File: config.mk
export PLATFORM = sky130hd
export DESIGN_NAME = fixed_point_alu_pipe
export DESIGN_NICKNAME = d
export VERILOG_FILES = /design/src/rtl/fixed_point_alu_pipe.sv
export SDC_FILE = /design/constraint.sdc
export NUM_CORES = 2
export LEC_CHECK = 0
export BUFFER_PORTS_ARGS = -buffer_cell sky130_fd_sc_hd__buf_2
export CAP_MARGIN = 30
export CORE_MARGIN = 4
export CORE_UTILIZATION = 39
export CTS_BUF_LIST = sky130_fd_sc_hd__clkbuf_16
export CTS_CLUSTER_SIZE = 14
export DETAILED_ROUTE_END_ITERATION = 8
export SYNTH_ARGS = -nofsm -noshare
export SYNTH_HDL_FRONTEND = slang
export SYNTH_SLANG_ARGS = --single-unit
File: constraint.sdc
create_clock -name clk_in -period 14.3 [get_ports clk_in]
set_input_delay 0.715 -clock clk_in [delete_from_list [all_inputs] [get_ports clk_in]]
set_output_delay 0.715 -clock clk_in [all_outputs]
set_load 0.02 [all_outputs]
File: src/rtl/fixed_point_alu_pipe.sv
// Pipelined saturating fixed-point ALU: operand stage S1, output stage S2,
// plus a one-bit-per-cycle restoring divider that holds S1 while it runs.
module fixed_point_alu_pipe #(
    parameter int WIDTH = 32,
    parameter int FRAC  = 16,
    parameter int TAG_W = 4
) (
    input  logic             clk_in,
    input  logic             rst_in,
    input  logic             valid_in,
    output logic             ready_out,
    input  logic [WIDTH-1:0] d0_in,
    input  logic [WIDTH-1:0] d1_in,
    input  logic [2:0]       sel_in,
    input  logic [TAG_W-1:0] tag_in,
    output logic             valid_out,
    input  logic             ready_in,
    output logic [WIDTH-1:0] res_out,
    output logic             gt_out,
    output logic             eq_out,
    output logic             lt_out,
    output logic             sat_out,
    output logic             div_zero_out,
    output logic [TAG_W-1:0] tag_out
);
    localparam int N  = WIDTH + FRAC;
    localparam int CW = $clog2(N);
    localparam logic [WIDTH-1:0] MAXV    = {1'b0, {(WIDTH-1){1'b1}}};
    localparam logic [WIDTH-1:0] MINV    = {1'b1, {(WIDTH-1){1'b0}}};
    localparam logic [WIDTH-1:0] ONE     = WIDTH'(1) << FRAC;
    localparam logic [WIDTH-1:0] NEG_ONE = ~ONE + WIDTH'(1);
    localparam logic [2:0] OP_ADD = 3'b000, OP_MUL = 3'b001, OP_DIV = 3'b010, OP_MAX = 3'b011,
                           OP_SUB = 3'b100, OP_SGN = 3'b101, OP_MIN = 3'b110, OP_ABS = 3'b111;

    typedef enum logic [1:0] {IDLE, DIV, DONE} state_t;

    state_t             state_q;
    logic               s1_vld_q;
    logic [WIDTH-1:0]   s1_d0_q, s1_d1_q;
    logic [2:0]         s1_sel_q;
    logic [TAG_W-1:0]   s1_tag_q;
    logic [WIDTH-1:0]   rem_q, dvs_q;
    logic [N-1:0]       quo_q;
    logic [CW-1:0]      cnt_q;
    logic               vld_q, gt_q, eq_q, lt_q, sat_q, dz_q;
    logic [WIDTH-1:0]   res_q;
    logic [TAG_W-1:0]   tag_q;

    logic signed [WIDTH-1:0] a, b;
    assign a = s1_d1_q;
    assign b = s1_d0_q;

    logic div_nz, s2_free, fast_adv, div_fin, accept;
    assign div_nz    = s1_vld_q && (s1_sel_q == OP_DIV) && (s1_d0_q != '0);
    assign s2_free   = !vld_q || ready_in;
    assign fast_adv  = s1_vld_q && !div_nz && s2_free && (state_q == IDLE);
    assign div_fin   = (state_q == DONE) && s2_free;
    // A divide sitting in S1 must not be overwritten while it launches.
    assign ready_out = !rst_in && (state_q == IDLE) && (!s1_vld_q || fast_adv);
    assign accept    = valid_in && ready_out;

    logic [WIDTH:0]              sum_w, dif_w;
    logic [2*WIDTH-1:0]          prod;
    logic signed [2*WIDTH-1:0]   psh;
    logic [WIDTH-1:0]            mag0, mag1;
    assign sum_w = {a[WIDTH-1], a} + {b[WIDTH-1], b};
    assign dif_w = {a[WIDTH-1], a} - {b[WIDTH-1], b};
    assign prod  = {{WIDTH{a[WIDTH-1]}}, a} * {{WIDTH{b[WIDTH-1]}}, b};
    assign psh   = $signed(prod) >>> FRAC;
    assign mag1  = s1_d1_q[WIDTH-1] ? '0 - s1_d1_q : s1_d1_q;
    assign mag0  = s1_d0_q[WIDTH-1] ? '0 - s1_d0_q : s1_d0_q;

    logic [WIDTH-1:0] fast_res;
    logic             fast_sat, fast_dz;
    always_comb begin
        fast_res = '0;
        fast_sat = 1'b0;
        fast_dz  = 1'b0;
        case (s1_sel_q)
            OP_ADD: begin
                fast_res = sum_w[WIDTH-1:0];
                if (sum_w[WIDTH] != sum_w[WIDTH-1]) begin
                    fast_sat = 1'b1;
                    fast_res = sum_w[WIDTH] ? MINV : MAXV;
                end
            end
            OP_SUB: begin
                fast_res = dif_w[WIDTH-1:0];
                if (dif_w[WIDTH] != dif_w[WIDTH-1]) begin
                    fast_sat = 1'b1;
                    fast_res = dif_w[WIDTH] ? MINV : MAXV;
                end
            end
            OP_MUL: begin
                fast_res = psh[WIDTH-1:0];
                if (psh[2*WIDTH-1:WIDTH-1] != {(WIDTH+1){psh[2*WIDTH-1]}}) begin
                    fast_sat = 1'b1;
                    fast_res = psh[2*WIDTH-1] ? MINV : MAXV;
                end
            end
            OP_DIV: begin
                // Only divide-by-zero takes this path; nonzero divisors use the divider.
                fast_dz = 1'b1;
                if (s1_d1_q[WIDTH-1]) begin
                    fast_res = MINV;
                    fast_sat = 1'b1;
                end else if (|s1_d1_q) begin
                    fast_res = MAXV;
                    fast_sat = 1'b1;
                end
            end
            OP_MAX: fast_res = (a > b) ? s1_d1_q : s1_d0_q;
            OP_MIN: fast_res = (a < b) ? s1_d1_q : s1_d0_q;
            OP_SGN: fast_res = s1_d1_q[WIDTH-1] ? NEG_ONE : ((|s1_d1_q) ? ONE : '0);
            OP_ABS: begin
                fast_res = mag1;
                if (s1_d1_q == MINV) begin
                    fast_res = MAXV;
                    fast_sat = 1'b1;
                end
            end
            default: ;
        endcase
    end

    logic [WIDTH:0]   rem_sh, diff;
    logic             ge;
    logic [WIDTH-1:0] rem_d;
    logic [N-1:0]     quo_d;
    assign rem_sh = {rem_q, quo_q[N-1]};
    assign diff   = rem_sh - {1'b0, dvs_q};
    assign ge     = !diff[WIDTH];
    assign rem_d  = ge ? diff[WIDTH-1:0] : rem_sh[WIDTH-1:0];
    assign quo_d  = {quo_q[N-2:0], ge};

    logic             neg;
    logic [WIDTH-1:0] div_res;
    logic             div_sat;
    assign neg = a[WIDTH-1] ^ b[WIDTH-1];
    always_comb begin
        div_res = neg ? '0 - quo_q[WIDTH-1:0] : quo_q[WIDTH-1:0];
        div_sat = 1'b0;
        if (!neg && quo_q > {{FRAC{1'b0}}, MAXV}) begin
            div_res = MAXV;
            div_sat = 1'b1;
        end else if (neg && quo_q > {{FRAC{1'b0}}, MINV}) begin
            div_res = MINV;
            div_sat = 1'b1;
        end
    end

    always_ff @(posedge clk_in or posedge rst_in) begin
        if (rst_in) begin
            state_q <= IDLE;
            rem_q   <= '0;
            dvs_q   <= '0;
            quo_q   <= '0;
            cnt_q   <= '0;
        end else begin
            case (state_q)
                IDLE: if (div_nz) begin
                    state_q <= DIV;
                    rem_q   <= '0;
                    dvs_q   <= mag0;
                    quo_q   <= {mag1, {FRAC{1'b0}}};
                    cnt_q   <= '0;
                end
                DIV: begin
                    rem_q <= rem_d;
                    quo_q <= quo_d;
                    cnt_q <= cnt_q + CW'(1);
                    if (cnt_q == CW'(N-1)) state_q <= DONE;
                end
                DONE: if (s2_free) state_q <= IDLE;
                default: state_q <= IDLE;
            endcase
        end
    end

    always_ff @(posedge clk_in or posedge rst_in) begin
        if (rst_in) begin
            s1_vld_q <= 1'b0;
            s1_d0_q  <= '0;
            s1_d1_q  <= '0;
            s1_sel_q <= '0;
            s1_tag_q <= '0;
        end else if (accept) begin
            s1_vld_q <= 1'b1;
            s1_d0_q  <= d0_in;
            s1_d1_q  <= d1_in;
            s1_sel_q <= sel_in;
            s1_tag_q <= tag_in;
        end else if (fast_adv || div_fin) begin
            s1_vld_q <= 1'b0;
        end
    end

    always_ff @(posedge clk_in or posedge rst_in) begin
        if (rst_in) begin
            vld_q <= 1'b0;
            res_q <= '0;
            gt_q  <= 1'b0;
            eq_q  <= 1'b0;
            lt_q  <= 1'b0;
            sat_q <= 1'b0;
            dz_q  <= 1'b0;
            tag_q <= '0;
        end else if (s2_free) begin
            vld_q <= fast_adv || div_fin;
            if (fast_adv || div_fin) begin
                res_q <= div_fin ? div_res : fast_res;
                sat_q <= div_fin ? div_sat : fast_sat;
                dz_q  <= div_fin ? 1'b0 : fast_dz;
                gt_q  <= a > b;
                eq_q  <= a == b;
                lt_q  <= a < b;
                tag_q <= s1_tag_q;
            end
        end
    end

    assign valid_out    = vld_q;
    assign res_out      = res_q;
    assign gt_out       = gt_q;
    assign eq_out       = eq_q;
    assign lt_out       = lt_q;
    assign sat_out      = sat_q;
    assign div_zero_out = dz_q;
    assign tag_out      = tag_q;
endmodule
==> metrics <==
run status=complete, no violations; Die Wd=386 µm; Primary FF master, synth=dfrtp_1; Tightest Pin Transition=1.09 ns; post-synth cell types=96; multi-input logic area=44200 µm²; Core Region=142000 µm²; vias per cell=5.62; residual DRC count=0; grt ovf=0; met2 wire len=91400 µm; Final HPWL DP=153000 µm; worst-skew pair later-pin latency=0.63 ns; vias in the first global route=47884; largest family of logic cells by synthesized area=adder cells; GPL Wtd Cong=1.00; layout cell share with drive strength beyond 1=0.0692; commonest non-fill, non-tap cell in the layout=fa_1; max-cap viol count=0; pin count of the biggest net entering global routing=125; H-tree levels=1; CTS tree=built; Tmin final=10.68 ns; IO Pins=118; HP Class=in2async; Setup Crit Path Kind=reg2reg; final setup violation count=0; Rel. slew slack=0.267; crit start category=flip-flop; crit path max fanout=38; clock skew=0.0148 ns; critical path required time=14.79 ns; post-synthesis register bit count=234; M1 WL=81800 µm; most frequent cells in the layout=fa_1, inv_1, nand2_1; global-route wire length before repair=305000 µm; DR vias=45513; ANT nets after route=0; die footprint=149000 µm²; Worst path top cell family by delay=adder cells; EDFF count, synth=0; Initial Util=0.393; Synth Area in XOR/XNOR=0.0348; most frequent CP cell=fa_1; Post-CTS Setup Inserts=0; compound-gate portion of the synthesized area=0.110; Max Buffers Root-to-Sink=3; number of synthesis warnings=0; Layout fillers=14220; Post-Syn Area per Cell=8.79 µm²; Pins Over Slew Limit=0; Critical Path End Type=flip-flop; WL final=200000 µm; Final period util=0.747; FF+latch area=5860 µm²; unrepaired setup endpoints after global routing=no; Final nets=7620; detail-routed net length per standard cell=24.7 µm; post-CTS resize count=0; register area share after synthesis=0.105; critical path's slowest cell=fa_1; FP Rows=138; Initial DRC Count=4244; Num CTS Buffers=29; Synth Area in Adders=0.454; Worst-path clk slew=0.07 ns; CTS sink count=234; slowest stage delay, CP=0.85 ns; CTS Hold Bufs=0; antenna violations before repair=15; Global Route Usage Sum=0.271; DR WL met3=16900 µm; CP Depth=29; R2R depth=29; Async SR Flop Fraction=1.00; chip height=386 µm; Mapped Cells=6328; crit path DAT=11.17 ns; DR top layer=met5; total negative setup slack=0 ns; Root Buffer=clkbuf_16; Fmax=93.6 MHz; first drt pass iteration count=9; synthesized area=55600 µm²; area grow syn2layout=5.89%; Final Hold Viols=0; mux cell area share after synthesis=0.0270; Port Buffers=117; Post-Synth Simple-Gate Area=0.167; Syn Nets=7768; Buf+Inv Stages, Crit Path=8
cell families after synthesis:
| kind of cell | after synthesis |
|---|---|
| AOI/OAI and AO/OA | 959 |
| DFF | 234 |
| buffers and inverters | 1490 |
| xor gates and xnor gates | 221 |
| adders and majority gates | 1366 |
| and+or+nand+nor | 1919 |
| muxes | 139 |
metrics by stage:
stage / instances / cell area, µm² / hold slack, ns / setup slack [ns] / util
floorplan: 6328 / 55600 / 0.441 / 4.70 / -
global placement: 8035 / 57900 / 0.447 / 3.82 / 0.409
detailed placement: 8037 / 57900 / 0.458 / 3.71 / 0.409
CTS: 8088 / 58800 / 0.289 / 3.68 / 0.415
global route: 8090 / 58900 / 0.297 / 3.00 / 0.416
finish: 8094 / 58900 / 0.302 / 3.62 / 0.416
layer usage:
metal  global-route usage  up-vias
met5                    0        -
met4                0.107        2
met2                0.433     1996
li1                     -    19547
met3               0.0507      430
met1                0.363    23538
synth_stat cells (13+ instances only):
| cell type | count | area, µm² |
|---|---|---|
| xnor2_1 | 148 | 1300 |
| or4_1 | 16 | 120 |
| nand3_1 | 70 | 350 |
| nand2b_1 | 42 | 263 |
| or2_2 | 27 | 169 |
| clkbuf_1 | 334 | 1250 |
| o31ai_1 | 28 | 210 |
| ha_1 | 281 | 3520 |
| a211oi_1 | 18 | 135 |
| o21bai_1 | 22 | 165 |
| and3_1 | 29 | 181 |
| xor2_1 | 73 | 639 |
| nor2_1 | 385 | 1450 |
| o41ai_1 | 13 | 114 |
| nor2b_1 | 33 | 206 |
| buf_1 | 57 | 214 |
| mux2_2 | 82 | 923 |
| o21ai_0 | 192 | 961 |
| mux2i_1 | 55 | 551 |
| o211ai_1 | 28 | 210 |
| nor4_1 | 26 | 163 |
| a21oi_1 | 345 | 1730 |
| dfrtp_1 | 234 | 5860 |
| a221o_1 | 30 | 300 |
| o221ai_1 | 25 | 219 |
| and2_1 | 440 | 2750 |
| o21a_1 | 27 | 203 |
| inv_1 | 1076 | 4040 |
| nor3_1 | 63 | 315 |
| a31oi_1 | 36 | 225 |
| nand2_1 | 680 | 2550 |
| nand4_1 | 48 | 300 |
| a21o_1 | 42 | 315 |
| fa_1 | 1084 | 21700 |
| or3_1 | 19 | 119 |
state kept, by name, summed over array words and instances (netlist names), 2 cells and up:
signal    count
state_q       2
b            32
s1_sel_q      3
a            32
res_out      32
rem_q        32
cnt_q         6
dvs_q        32
tag_out       4
quo_q        48
s1_tag_q      4
area by class of cell:
cell class                      count  share of cell area
Sequential cell                   234              0.0995
Inverter                         1077              0.0688
Multi-Input combinational cell   4604               0.750
Clock inverter                     22             0.00385
Timing Repair Buffer              234              0.0253
Tap cell                         1890              0.0402
Clock buffer                       29              0.0123
Antenna cell                        4            0.000170
path summary, 6_finish.rpt:
path	slack (ns)	from	end
setup / recovery	3.62	b[7]$_DFFE_PP0P_	res_out[14]$_DFFE_PP0P_
hold / removal	0.30	rst_in	div_zero_out$_DFFE_PP0P_
hold reg to reg	0.47	tag_out[2]$_DFFE_PP0P_	tag_out[2]$_DFFE_PP0P_
min in group clk_in	0.32	d1_in[1]	a[1]$_DFFE_PP0P_
max in group asynchronous	12.42	rst_in	a[15]$_DFFE_PP0P_
setup reg to reg	3.62	b[7]$_DFFE_PP0P_	res_out[14]$_DFFE_PP0P_
Power is left out: the tool's default activity adds up to more than one toggle a clock period on the data nets, which glitch-free logic cannot reach.
